$ cat config.mk
export PLATFORM = sky130hd
export DESIGN_NAME = adder_stream
export DESIGN_NICKNAME = d
export VERILOG_FILES = /design/src/rtl/adder_stream.sv
export SDC_FILE = /design/constraint.sdc
export NUM_CORES = 1
export LEC_CHECK = 0
export ABC_AREA = 1
export CAP_MARGIN = 15
export CORE_MARGIN = 2
export CORE_UTILIZATION = 53
export CTS_CLUSTER_SIZE = 24
export DETAILED_ROUTE_END_ITERATION = 10
export PLACE_DENSITY = 0.85
export SLEW_MARGIN = 20
export SYNTH_ARGS = -nofsm -noshare
export SYNTH_HDL_FRONTEND = slang
export SYNTH_SLANG_ARGS = --single-unit
export TNS_END_PERCENT = 50
$ cat constraint.sdc
create_clock -name aclk -period 1.8 [get_ports aclk]
set_input_delay 0.18 -clock aclk [delete_from_list [all_inputs] [get_ports aclk]]
set_output_delay 0.18 -clock aclk [all_outputs]
set_load 0.05 [all_outputs]
$ cat src/rtl/adder_stream.sv
// adder_stream
//   Pipelined multi-lane adder/subtractor with valid/ready handshakes on both
//   sides. The arithmetic is done combinationally in front of stage 0. Stages
//   1..LATENCY-1 only carry the result forward. Bubbles collapse under
//   backpressure, so a stalled pipeline still fills to LATENCY beats.
//
// Optional build macro: ADDER_SATURATE_EN
//   When defined, any lane that flags overflow has its sum clamped instead of
//   wrapped. Unsigned lanes clamp to all-ones on carry and to zero on borrow.
//   Signed lanes clamp to max-positive or min-negative.
//   When undefined, sums always wrap and no clamp logic exists.
//
// Ports
//   aclk       clock, rising edge
//   arstn      asynchronous reset, active low
//   srst       synchronous reset, active high (same effect as arstn)
//   in_valid   input beat valid
//   in_ready   block can accept a beat (forced low during either reset)
//   in_sub     1 = a - b, 0 = a + b, for all lanes of the beat
//   in_a/in_b  operands, lane i at [i*WIDTH +: WIDTH]
//   out_valid  output beat valid
//   out_ready  consumer accepts the beat
//   out_sum    per-lane result, same packing as the operands
//   out_carry  per-lane carry (add) or borrow (sub)
//   out_ovf    per-lane signed overflow if SIGNED, else a copy of out_carry
module adder_stream #(
  parameter int WIDTH   = 32,
  parameter int LATENCY = 2,
  parameter int LANES   = 1,
  parameter bit SIGNED  = 1'b0
) (
  input  logic                   aclk,
  input  logic                   arstn,
  input  logic                   srst,
  input  logic                   in_valid,
  output logic                   in_ready,
  input  logic                   in_sub,
  input  logic [LANES*WIDTH-1:0] in_a,
  input  logic [LANES*WIDTH-1:0] in_b,
  output logic                   out_valid,
  input  logic                   out_ready,
  output logic [LANES*WIDTH-1:0] out_sum,
  output logic [LANES-1:0]       out_carry,
  output logic [LANES-1:0]       out_ovf
);

  logic [LANES*WIDTH-1:0] w_sum_in;
  logic [LANES-1:0]       w_carry_in;
  logic [LANES-1:0]       w_ovf_in;

  for (genvar gi = 0; gi < LANES; gi++) begin : g_lane
    logic [WIDTH-1:0] w_a;
    logic [WIDTH-1:0] w_b;
    logic [WIDTH-1:0] w_bx;
    logic [WIDTH-1:0] w_s;
    logic [WIDTH:0]   w_full;
    logic             w_c;
    logic             w_ov;

    assign w_a    = in_a[gi*WIDTH +: WIDTH];
    assign w_b    = in_b[gi*WIDTH +: WIDTH];
    // Subtract as a + ~b + 1, so the top bit of w_full is an inverted borrow.
    assign w_bx   = in_sub ? ~w_b : w_b;
    assign w_full = {1'b0, w_a} + {1'b0, w_bx} + {{WIDTH{1'b0}}, in_sub};
    assign w_c    = in_sub ? ~w_full[WIDTH] : w_full[WIDTH];

    if (SIGNED) begin : g_sgn
      // Overflow compares the sign of the effective addend (~b on subtract).
      // This covers the add rule and the subtract rule with one expression.
      assign w_ov = (w_a[WIDTH-1] == w_bx[WIDTH-1]) &&
                    (w_full[WIDTH-1] != w_a[WIDTH-1]);
    end else begin : g_uns
      assign w_ov = w_c;
    end

`ifdef ADDER_SATURATE_EN
    logic [WIDTH-1:0] w_clamp;
    if (SIGNED) begin : g_clamp_sgn
      // On signed overflow the true result has the sign of a.
      assign w_clamp = w_a[WIDTH-1] ? {1'b1, {(WIDTH-1){1'b0}}}
                                    : {1'b0, {(WIDTH-1){1'b1}}};
    end else begin : g_clamp_uns
      assign w_clamp = in_sub ? {WIDTH{1'b0}} : {WIDTH{1'b1}};
    end
    assign w_s = w_ov ? w_clamp : w_full[WIDTH-1:0];
`else
    assign w_s = w_full[WIDTH-1:0];
`endif

    assign w_sum_in[gi*WIDTH +: WIDTH] = w_s;
    assign w_carry_in[gi]              = w_c;
    assign w_ovf_in[gi]                = w_ov;
  end

  logic [LATENCY-1:0]     r_v;
  logic [LANES*WIDTH-1:0] r_sum   [LATENCY];
  logic [LANES-1:0]       r_carry [LATENCY];
  logic [LANES-1:0]       r_ovf   [LATENCY];
  logic [LATENCY-1:0]     w_rdy;

  // Stage k can load unless every stage from k to the output is full
  // and the consumer is stalling. This is the flattened form of
  // ready_k = !v_k || ready_(k+1), and it avoids a combinational self-loop.
  always_comb begin
    w_rdy = '0;
    for (int k = 0; k < LATENCY; k++) begin
      w_rdy[k] = out_ready;
      for (int j = k; j < LATENCY; j++) begin
        if (!r_v[j]) w_rdy[k] = 1'b1;
      end
    end
  end

  always_ff @(posedge aclk or negedge arstn) begin
    if (!arstn) begin
      r_v <= '0;
      for (int k = 0; k < LATENCY; k++) begin
        r_sum[k]   <= '0;
        r_carry[k] <= '0;
        r_ovf[k]   <= '0;
      end
    end else if (srst) begin
      r_v <= '0;
      for (int k = 0; k < LATENCY; k++) begin
        r_sum[k]   <= '0;
        r_carry[k] <= '0;
        r_ovf[k]   <= '0;
      end
    end else begin
      if (w_rdy[0]) begin
        r_v[0] <= in_valid;
        if (in_valid) begin
          r_sum[0]   <= w_sum_in;
          r_carry[0] <= w_carry_in;
          r_ovf[0]   <= w_ovf_in;
        end
      end
      for (int k = 1; k < LATENCY; k++) begin
        if (w_rdy[k]) begin
          r_v[k] <= r_v[k-1];
          // The payload only moves with a valid beat, so an empty slot never
          // disturbs a held result.
          if (r_v[k-1]) begin
            r_sum[k]   <= r_sum[k-1];
            r_carry[k] <= r_carry[k-1];
            r_ovf[k]   <= r_ovf[k-1];
          end
        end
      end
    end
  end

  assign in_ready  = w_rdy[0] && arstn && !srst;
  assign out_valid = r_v[LATENCY-1];
  assign out_sum   = r_sum[LATENCY-1];
  assign out_carry = r_carry[LATENCY-1];
  assign out_ovf   = r_ovf[LATENCY-1];

endmodule

# Yosys cells after proc, flatten, opt, wreduce, memory -nomap -nowiden
# Index checks and enable logic that the tools add are counted.
[word_totals]
in_bits = 70
output_inout_bits = 36
register_bits = 70
word_cells = 42
[op_classes]
add_sub_neg = 2
reduce_logical = 9
n_bitwise = 2
n_mux = 21
[op_table]
columns = ["cell", "n"]
rows = [
  ["32-bit 2-to-1 mux", 5],
  ["64-bit 2-to-1 mux", 1],
  ["32-bit by 32-bit adder with 33-bit output", 1],
  ["33-bit by 1-bit adder with 33-bit output", 1],
  ["32-bit NOT", 1],
  ["1-bit 2-to-1 mux", 12],
  ["2-bit nonzero test", 4],
  ["2-bit 2-to-1 mux", 3],
  ["2-bit AND reduction", 2],
  ["1-bit logical AND", 2],
  ["1-bit zero test", 1],
  ["1-bit NOT", 1],
]

# Depth between registers and ports, before layout
# Gate-level depths: netlist of run 1.
[logic_depth]
word_depth = 9
mapped_depth = 18

# Worst setup path after synthesis of run 1
# No wires, ideal clock.
[synth_path]
kind = "input-to-reg"
start = "input in_sub"
end = "register r_sum[48] in the netlist's numbering"
path_slack_ns = -0.145
required_time_ns = 1.679
arrival_time_ns = 1.825
path_buffers = 2
setup_time_ns = 0.121
cell_stages = 13
cell_sequence = "buf_6 -> buf_2 -> xor2_1 -> ha_1 -> a21oi_1 -> nand2_1 -> nand2_1 -> nand2_1 -> nand2_1 -> nand2_2 -> or2_1 -> nand3_1 -> o21ai_1"
[synth_via]
elab_chain_len = 6
[synth_rtl]
columns = ["element", "line_no", "source"]
rows = [
  ["start: declaration", "37", "input logic in_sub,"],
  ["32-bit 2-to-1 mux", "63", "assign w_bx = in_sub ? ~w_b : w_b;"],
  ["32-bit by 32-bit adder with 33-bit output", "64", "assign w_full = {1'b0, w_a} + {1'b0, w_bx} + {{WIDTH{1'b0}}, in_sub};"],
  ["33-bit by 1-bit adder with 33-bit output *", "64", ""],
  ["32-bit 2-to-1 mux *", "132", "if (in_valid) begin"],
  ["32-bit 2-to-1 mux *", "130", "if (w_rdy[0]) begin"],
  ["64-bit 2-to-1 mux *", "122", "end else if (srst) begin"],
  ["end signal: indexed assignment", "144", "r_sum[k] <= r_sum[k-1];"],
  ["end: declaration", "96", "logic [LANES*WIDTH-1:0] r_sum [LATENCY];"],
]
# Mark *: on every way between the ends. The rest lies on a longest branch, timed or not. The select of a mux whose other input is x is not followed.
# A chain may end at the register's enable or synchronous reset.

# Final worst setup path of run 1
[layout_path]
start = "input in_sub"
end = "register r_sum[44] in the netlist's numbering"
# Same word-level chain as after synthesis.

==> results of run 1 <==
## cell families (layout without fill, tap and decap cells)
kind of cell / count (synthesis) / after routing / share of synthesized area
and+or+nand+nor: 323 / 323 / 0.257
buffers and inverters: 204 / 368 / 0.171
DFF: 68 / 68 / 0.312
xor gates and xnor gates: 33 / 33 / 0.0531
AOI/OAI and AO/OA: 129 / 129 / 0.129
adders and majority gates: 33 / 33 / 0.0772
## sequential cells by signal (all words and copies together), names as in the netlist
register and cells:
out_sum 32, r_sum 32, r_v 2, out_carry 1, r_carry 1
## cell usage after synthesis (all sizes together) (2+ instances only)
| library cell | instances | area share |
|---|---|---|
| clkbuf | 2 | 0.0014 |
| nor3 | 5 | 0.0055 |
| a21boi | 3 | 0.0048 |
| xor2 | 31 | 0.050 |
| a21oi | 45 | 0.043 |
| nand2 | 218 | 0.16 |
| nand3b | 6 | 0.0083 |
| o22ai | 23 | 0.026 |
| inv | 155 | 0.11 |
| nor2 | 40 | 0.033 |
| o21ai | 55 | 0.051 |
| xnor2 | 2 | 0.0032 |
| ha | 32 | 0.073 |
| or2 | 3 | 0.0034 |
| o21bai | 3 | 0.0041 |
| dfrtp | 68 | 0.31 |
| buf | 47 | 0.062 |
| nand3 | 50 | 0.049 |
## routing by layer
metal / vias to the layer above / routed length (um)
met5: - / 0
met4: 0 / 1180
met3: 148 / 1720
met2: 511 / 8860
met1: 2814 / 6940
li1: 2765 / -
## timing repair
item | 4_1_cts | 5_1_grt
gates cloned | 0 | 1
pin swaps | 36 | 123
resized for setup | 54 | 218
buffers inserted | 7 | 15
hold endpoints to repair | 68 | 0
hold buffers | 1 | 0
setup endpoints to repair | 24 | 29
## worst paths after layout
kind | depth (start not counted) | startpoint | slack, ns | endpoint
setup / recovery | 15 | in_sub | -0.19 | r_sum[44]
min in group asynchronous | 3 | arstn | 0.42 | out_sum[10]
setup reg to reg | 10 | r_v[1] | 0.19 | r_sum[43]
max in group asynchronous | 3 | arstn | 1.11 | r_sum[56]
hold reg to reg | 2 | r_sum[55] | 0.49 | r_sum[55]
hold / removal | 6 | in_sub | 0.41 | r_carry[1]
## layout make-up
class / count / area, sq um / area share
tap: 136 / 170 / 0.0204
clock inverter: 6 / 111 / 0.0134
timing repair buffer: 197 / 1920 / 0.230
inverter: 155 / 582 / 0.0699
multi-input combinational: 518 / 3710 / 0.445
sequential: 68 / 1700 / 0.204
clock buffer: 10 / 138 / 0.0165
## tightest hold or removal path: cells and delay by family
family                 cells  cell delay, ns
buffers and inverters      3            0.32
and+or+nand+nor            3            0.21
## power by group
| part | internal, W | switching [W] | leakage [nW] |
|---|---|---|---|
| clock | 0.000957 | 0.000570 | 0.122 |
| combinational | 0.00121 | 0.00177 | 3.17 |
| sequential | 0.00166 | 0.0000688 | 0.916 |
| total | 0.00383 | 0.00241 | 4.21 |
## through the flow
stage / TNS [ns] / instances / setup WS (ns) / utilization
global placement: -11.35 / 1050 / -0.503 / 0.685
CTS: -0.0792 / 1074 / -0.0255 / 0.728
floorplan: -0.178 / 790 / -0.0451 / -
detailed placement: -13.33 / 1050 / -0.593 / 0.685
finish: -1.31 / 1090 / -0.192 / 0.822
global route: -2.37 / 1090 / -0.245 / 0.822
==> report_table.html, run 1 <==
<table>
<tr><th>Metric</th><th>Value</th></tr>
<tr><th colspan="2">Run status</th></tr>
<tr><td>Run status</td><td>finished, violations left</td></tr>
<tr><td>Failing checks</td><td>setup timing</td></tr>
<tr><th colspan="2">Flow run</th></tr>
<tr><td>Maximum capacitance violations</td><td>0</td></tr>
<tr><th colspan="2">STA</th></tr>
<tr><td>Number of hold violations in the final report</td><td>0</td></tr>
<tr><td>Worst hold slack across all endpoints</td><td>approximately 0.41 ns</td></tr>
<tr><td>Slew Limit Headroom</td><td>0.622</td></tr>
<tr><td>Actual slew at the worst max-slew pin</td><td>roughly 0.56 ns</td></tr>
<tr><td>Tmin final</td><td>1.99 ns</td></tr>
<tr><td>Final setup violating endpoints</td><td>18</td></tr>
<tr><td>Upper clock frequency limit</td><td>between 0.5 and 0.6 GHz</td></tr>
<tr><td>Final max-slew violation count</td><td>0</td></tr>
<tr><td>Ratio of final minimum period to clock period</td><td>1.11</td></tr>
<tr><td>Post-Route Skew</td><td>0.0110 ns</td></tr>
<tr><td>Final worst slack</td><td>-0.192 ns</td></tr>
<tr><td>RSZ-0062 raised after global routing</td><td>yes</td></tr>
<tr><th colspan="2">Global route</th></tr>
<tr><td>Global routing met3 resource utilization</td><td>0.0229</td></tr>
<tr><td>Total track usage</td><td>0.263</td></tr>
<tr><td>Overflow after GRT</td><td>0</td></tr>
<tr><td>Number of antenna violations at the first check in global routing</td><td>0</td></tr>
<tr><td>Via count of the first global-routing pass</td><td>just over 5000</td></tr>
<tr><td>Met2 track utilization from global routing</td><td>0.438</td></tr>
<tr><td>Global-route wire length before repair</td><td>between 20 and 25 mm</td></tr>
<tr><td>Most used routing layer</td><td>met2</td></tr>
<tr><td>Met1 global-route usage</td><td>0.356</td></tr>
<tr><td>Maximum number of pins on one net before global-route repair</td><td>69</td></tr>
<tr><th colspan="2">Critical path</th></tr>
<tr><td>Arrival @ worst endpoint</td><td>~2.2 ns</td></tr>
<tr><td>CP cell instances</td><td>buf_12, buf_6, xnor2_2, buf_4, fa_2, inv_2, nand3_4, nand2_4, nand2_2, nand2_4, nand3_2, nand2_4, a21oi_1, o21ai_0, o21ai_1</td></tr>
<tr><td>Sort of element at the end of the critical path</td><td>flop</td></tr>
<tr><td>Nature of the critical path startpoint</td><td>input pin</td></tr>
<tr><td>Buffers plus inverters on the worst setup path</td><td>4</td></tr>
<tr><td>CP max stage cell</td><td>sky130_fd_sc_hd__fa_2</td></tr>
<tr><td>Delay contributed by the slowest stage of the critical path</td><td>0.40 ns</td></tr>
<tr><td>Worst endpoint required time</td><td>about 2 ns</td></tr>
<tr><td>Worst path most repeated cell</td><td>sky130_fd_sc_hd__nand2_4</td></tr>
<tr><td>Gate family responsible for the most delay along the worst path</td><td>simple AND/OR/NAND/NOR gates</td></tr>
<tr><td>Maximum fanout along the worst path</td><td>8</td></tr>
<tr><td>Critical path type</td><td>in2reg</td></tr>
<tr><th colspan="2">Die</th></tr>
<tr><td>Floorplan Core Area</td><td>between 10000 and 15000 sq um</td></tr>
<tr><td>Starting density of the core</td><td>0.537</td></tr>
<tr><td>Rows</td><td>37</td></tr>
<tr><td>Top-level I/O count</td><td>roughly 110</td></tr>
<tr><td>Die W</td><td>105 um</td></tr>
<tr><td>Vertical die dimension</td><td>~110 um</td></tr>
<tr><td>Die area</td><td>between 10000 and 15000 sq um</td></tr>
<tr><th colspan="2">Final layout</th></tr>
<tr><td>Fraction of final layout cells with drive strength greater than 1</td><td>0.335</td></tr>
<tr><td>Most frequent standard cell in the layout excluding fill and tap cells</td><td>sky130_fd_sc_hd__nand2_1</td></tr>
<tr><td>Count of fill cells added during filler insertion</td><td>530</td></tr>
<tr><td>Number of antenna repair diodes</td><td>0</td></tr>
<tr><td>Most used cells in the layout excluding fill and tap cells</td><td>142 x sky130_fd_sc_hd__nand2_1, 136 x sky130_fd_sc_hd__inv_1, 75 x sky130_fd_sc_hd__buf_4</td></tr>
<tr><td>Synth-to-layout area growth</td><td>52.9%</td></tr>
<tr><td>Fin area</td><td>around 8300 sq um</td></tr>
<tr><td>Final net count</td><td>1052</td></tr>
<tr><th colspan="2">Drt</th></tr>
<tr><td>Number of DRC markers in iteration 0</td><td>701</td></tr>
<tr><td>Mean routed wirelength per cell</td><td>between 15 and 20 um</td></tr>
<tr><td>Total detailed-routing wirelength</td><td>approximately 19 mm</td></tr>
<tr><td>Post-detailed-route DRC marker count</td><td>0</td></tr>
<tr><td>Total via count after detailed routing</td><td>between 6000 and 7000</td></tr>
<tr><td>Number of antenna-violating nets in the routed design</td><td>0</td></tr>
<tr><td>Detailed Routing Iterations Pass 1</td><td>9</td></tr>
<tr><td>Avg Vias per Cell</td><td>5.72</td></tr>
<tr><th colspan="2">Power</th></tr>
<tr><td>Power Dens Cells</td><td>between 700 and 800 nW/um^2</td></tr>
<tr><td>Worst VDD drop</td><td>about 0.37 mV</td></tr>
<tr><td>Overall Power</td><td>around 0.0062 W</td></tr>
<tr><td>Total leakage power</td><td>approximately 4.2 nW</td></tr>
<tr><th colspan="2">Logic synthesis</th></tr>
<tr><td>Synth Net Count</td><td>between 800 and 900</td></tr>
<tr><td>Total standard cell area after synthesis</td><td>between 5000 and 6000 sq um</td></tr>
<tr><td>Number of enable flip-flop cells after synthesis</td><td>0</td></tr>
<tr><td>Commonest register cell after synthesis</td><td>sky130_fd_sc_hd__dfrtp_1</td></tr>
<tr><td>Post-synthesis async set-or-reset flop share</td><td>1.00</td></tr>
<tr><td>Number of distinct library cells after synthesis</td><td>34</td></tr>
<tr><td>Count of warnings emitted by yosys</td><td>0</td></tr>
<tr><td>Flops &amp; latches, synth</td><td>68</td></tr>
<tr><td>Post-Syn Instances</td><td>790</td></tr>
<tr><td>Sequential share of the synthesized area</td><td>0.312</td></tr>
<tr><td>Syn avg cell area</td><td>between 6 and 7 sq um</td></tr>
<tr><th colspan="2">Clock tree</th></tr>
<tr><td>Sinks on the clock net</td><td>just under 70</td></tr>
<tr><td>Maximum buffer depth of the clock tree</td><td>2</td></tr>
<tr><td>Clock buffer count from CTS</td><td>9</td></tr>
<tr><td>Depth of the CTS H-tree</td><td>3</td></tr>
<tr><td>CTS Root Buffer Type</td><td>sky130_fd_sc_hd__clkbuf_8</td></tr>
<tr><td>Clock network latency to the later pin of the worst-skew pair</td><td>approximately 0.35 ns</td></tr>
<tr><td>Clock slew seen by the registers of the worst setup and hold paths</td><td>roughly 0.070 ns</td></tr>
<tr><td>Clock tree from TritonCTS</td><td>built</td></tr>
<tr><th colspan="2">Placed design</th></tr>
<tr><td>Placer's final routability congestion estimate</td><td>approximately 0.93</td></tr>
<tr><td>Placed wire-length estimate after detailed placement</td><td>approximately 10 mm</td></tr>
<tr><td>Area post-placement</td><td>6950 sq um</td></tr>
<tr><td>Number of buffers added on ports</td><td>105</td></tr>
<tr><th colspan="2">Worst hold path</th></tr>
<tr><td>Hold WC Path Type</td><td>in2reg</td></tr>
</table>
Power figures use the tool's default switching activity.
==> run 2, diff against run 1 <==
--- a/constraint.sdc
+++ b/constraint.sdc
@@ -3,2 +3,2 @@
 set_output_delay 0.18 -clock aclk [all_outputs]
-set_load 0.05 [all_outputs]
+set_load 0.02 [all_outputs]
==> run 2 against run 1 <==
- worst hold slack worse by 0.35 ns
- critical endpoint is now r_sum[58]
- global-route usage down 0.56 points
- the flow still finishes with violations (setup timing)
- utilization up 0.15 points
- sequential power about the same
- cell area up 0.18%
- highest routed layer unchanged
==> report_table.html, run 2 (synthesis results as in run 1) <==
<table>
<tr><th>Metric</th><th>Value</th></tr>
<tr><th colspan="2">Run status</th></tr>
<tr><td>Run status</td><td>finished, violations left</td></tr>
<tr><td>Failing checks</td><td>setup timing</td></tr>
<tr><th colspan="2">Global route</th></tr>
<tr><td>Global-route wire length before repair</td><td>about 23 mm</td></tr>
<tr><td>Overflow after GRT</td><td>0</td></tr>
<tr><td>Total track usage</td><td>0.257</td></tr>
<tr><td>Via count of the first global-routing pass</td><td>between 5000 and 6000</td></tr>
<tr><td>Number of antenna violations at the first check in global routing</td><td>0</td></tr>
<tr><td>Maximum number of pins on one net before global-route repair</td><td>a little under 70</td></tr>
<tr><th colspan="2">Clock tree</th></tr>
<tr><td>CTS Root Buffer Type</td><td>sky130_fd_sc_hd__clkbuf_8</td></tr>
<tr><td>Clock slew seen by the registers of the worst setup and hold paths</td><td>roughly 0.07 ns</td></tr>
<tr><td>Clock buffer count from CTS</td><td>9</td></tr>
<tr><td>Clock network latency to the later pin of the worst-skew pair</td><td>0.34 ns</td></tr>
<tr><td>Depth of the CTS H-tree</td><td>3</td></tr>
<tr><td>Sinks on the clock net</td><td>slightly below 70</td></tr>
<tr><td>Clock tree from TritonCTS</td><td>built</td></tr>
<tr><td>Maximum buffer depth of the clock tree</td><td>2</td></tr>
<tr><th colspan="2">Critical path</th></tr>
<tr><td>Critical path type</td><td>in2reg</td></tr>
<tr><td>Flop2flop setup slack</td><td>approximately 0.24 ns</td></tr>
<tr><td>Worst path most repeated cell</td><td>sky130_fd_sc_hd__nand2_1</td></tr>
<tr><td>Source of the worst register-to-register timing path</td><td>r_v[1]</td></tr>
<tr><td>Buffers plus inverters on the worst setup path</td><td>3</td></tr>
<tr><td>Arrival @ worst endpoint</td><td>2.16 ns</td></tr>
<tr><td>Setup crit start</td><td>in_sub</td></tr>
<tr><td>Sort of element at the end of the critical path</td><td>flop</td></tr>
<tr><td>Worst endpoint required time</td><td>2.03 ns</td></tr>
<tr><td>Maximum fanout along the worst path</td><td>10</td></tr>
<tr><td>Nature of the critical path startpoint</td><td>input pin</td></tr>
<tr><td>Gate family responsible for the most delay along the worst path</td><td>simple AND/OR/NAND/NOR gates</td></tr>
<tr><td>CP cell instances</td><td>buf_8, buf_4, xor2_1, ha_1, nand2_2, buf_4, nor2_1, nand2_1, nand2_2, nand3_2, nand2_1, nand2_1, nand3_1, nand2_1</td></tr>
<tr><td>CP max stage cell</td><td>sky130_fd_sc_hd__ha_1</td></tr>
<tr><td>Delay contributed by the slowest stage of the critical path</td><td>~0.4 ns</td></tr>
<tr><th colspan="2">Drt</th></tr>
<tr><td>Avg Vias per Cell</td><td>between 5 and 6</td></tr>
<tr><td>Total detailed-routing wirelength</td><td>18.4 mm</td></tr>
<tr><td>Detailed Routing Iterations Pass 1</td><td>6</td></tr>
<tr><td>Post-detailed-route DRC marker count</td><td>0</td></tr>
<tr><td>Mean routed wirelength per cell</td><td>between 15 and 20 um</td></tr>
<tr><td>Total via count after detailed routing</td><td>between 6000 and 7000</td></tr>
<tr><td>Number of DRC markers in iteration 0</td><td>roughly 560</td></tr>
<tr><td>Number of antenna-violating nets in the routed design</td><td>0</td></tr>
<tr><th colspan="2">Placed design</th></tr>
<tr><td>Placed wire-length estimate after detailed placement</td><td>~10 mm</td></tr>
<tr><td>Placer's final routability congestion estimate</td><td>about 0.92</td></tr>
<tr><td>Setup Slack @ Placement</td><td>-0.565 ns</td></tr>
<tr><td>Number of buffers added on ports</td><td>between 100 and 150</td></tr>
<tr><td>Number of placed instances, taps included</td><td>~1100</td></tr>
<tr><th colspan="2">Die</th></tr>
<tr><td>Top-level I/O count</td><td>about 110</td></tr>
<tr><td>Die area</td><td>roughly 11000 sq um</td></tr>
<tr><td>Floorplan Core Area</td><td>between 10000 and 15000 sq um</td></tr>
<tr><td>Die W</td><td>about 110 um</td></tr>
<tr><td>Vertical die dimension</td><td>105 um</td></tr>
<tr><td>Starting density of the core</td><td>0.537</td></tr>
<tr><td>Rows</td><td>37</td></tr>
<tr><th colspan="2">Power</th></tr>
<tr><td>Worst VDD drop</td><td>between 0.4 and 0.5 mV</td></tr>
<tr><td>Cell-internal power</td><td>~0.0038 W</td></tr>
<tr><td>Overall Power</td><td>around 0.0060 W</td></tr>
<tr><td>Total leakage power</td><td>~4.2 nW</td></tr>
<tr><td>Power Dens Cells</td><td>between 700 and 800 nW/um^2</td></tr>
<tr><td>Combinational cell fraction of total power</td><td>0.476</td></tr>
<tr><td>Share of total power in the clock network</td><td>0.237</td></tr>
<tr><td>Fraction of power spent switching nets</td><td>0.372</td></tr>
<tr><td>Relative contribution of sequential cells to total power</td><td>0.287</td></tr>
<tr><td>Reported net switching power</td><td>0.00225 W</td></tr>
<tr><th colspan="2">STA</th></tr>
<tr><td>Final setup violating endpoints</td><td>15</td></tr>
<tr><td>Slew Limit Headroom</td><td>0.474</td></tr>
<tr><td>Upper clock frequency limit</td><td>0.519 GHz</td></tr>
<tr><td>RSZ-0062 raised after global routing</td><td>yes</td></tr>
<tr><td>Final max-slew violation count</td><td>0</td></tr>
<tr><td>Post-Route Skew</td><td>0.00878 ns</td></tr>
<tr><td>Final worst slack</td><td>-0.128 ns</td></tr>
<tr><td>Tmin final</td><td>between 1.5 and 2 ns</td></tr>
<tr><td>Actual slew at the worst max-slew pin</td><td>between 0.7 and 0.8 ns</td></tr>
<tr><td>Ratio of final minimum period to clock period</td><td>1.07</td></tr>
<tr><td>Number of hold violations in the final report</td><td>0</td></tr>
<tr><th colspan="2">Final layout</th></tr>
<tr><td>Synth-to-layout area growth</td><td>53.2%</td></tr>
<tr><td>Most used cells in the layout excluding fill and tap cells</td><td>141 x sky130_fd_sc_hd__nand2_1, 132 x sky130_fd_sc_hd__inv_1, 83 x sky130_fd_sc_hd__buf_4</td></tr>
<tr><td>Fraction of final layout cells with drive strength greater than 1</td><td>0.343</td></tr>
<tr><td>Final Util</td><td>0.823</td></tr>
<tr><td>Final net count</td><td>1059</td></tr>
<tr><td>Count of fill cells added during filler insertion</td><td>roughly 540</td></tr>
<tr><td>Most frequent standard cell in the layout excluding fill and tap cells</td><td>sky130_fd_sc_hd__nand2_1</td></tr>
<tr><td>Final Instance Count excl. Fillers</td><td>approximately 1100</td></tr>
<tr><td>Number of antenna repair diodes</td><td>0</td></tr>
<tr><th colspan="2">Worst hold path</th></tr>
<tr><td>Hold WC Path Type</td><td>in2async</td></tr>
<tr><th colspan="2">Flow run</th></tr>
<tr><td>Maximum capacitance violations</td><td>0</td></tr>
</table>
-- run 2: through the flow --
stage / setup TNS (ns) / area [sq um] / hold slack, ns
final: -0.564 / 8340 / 0.0611
after global placement: -11.30 / 6970 / 0.467
after CTS: -0.254 / 7380 / 0.0973
after detailed placement: -12.98 / 6970 / 0.463
after global routing: -1.55 / 8340 / 0.142
after floorplan: -0.178 / 5530 / -0.116
-- run 2: layer usage --
metal | part of all wire | vias up | global-route usage
met5 | 0 | - | 0
met4 | 0.055 | 0 | 0.103
met3 | 0.081 | 111 | 0.0303
met2 | 0.48 | 428 | 0.407
met1 | 0.39 | 2861 | 0.360
li1 | - | 2766 | -
-- run 2: final timing paths --
kind                       cells past startpoint         end
setup / recovery                              14   r_sum[58]
hold / removal                                 2  out_sum[5]
setup reg to reg                              10   r_sum[39]
hold reg to reg                                2   r_sum[57]
max in group asynchronous                      2   r_sum[59]
min in group aclk                              4   r_sum[32]
-- run 2: what timing repair did --
action,CTS,global route
setup buffers,7,19
pin swaps,35,110
gates cloned,0,1
setup endpoints to repair,27,28
hold buffers,0,0
resized for setup,48,227
-- run 2: area by class of cell --
cell class / count / area [sq um] / area share
Tap cell: 136 / 170 / 0.0204
Clock buffer: 13 / 169 / 0.0202
Sequential cell: 68 / 1700 / 0.204
Clock inverter: 3 / 67.6 / 0.00810
Inverter: 155 / 584 / 0.0700
Multi-Input combinational cell: 518 / 3710 / 0.445
Timing Repair Buffer: 204 / 1940 / 0.233
-- run 2: power by group through the flow --
stage | combinational [W] | sequential [W] | clock (W)
2_1_floorplan | 0.00124 | 0.00174 | 0
3_3_place_gp | 0.00198 | 0.00175 | 0
3_5_place_dp | 0.00201 | 0.00176 | 0
4_1_cts | 0.00212 | 0.00173 | 0.00145
5_1_grt | 0.00305 | 0.00174 | 0.00150
6_report | 0.00287 | 0.00173 | 0.00143
==> run 3, diff against run 2 <==
CTS_CLUSTER_SIZE = 40   (was 24)
==> results of run 3 <==
No change in the layout: final DEF, timing and power equal those of run 2.
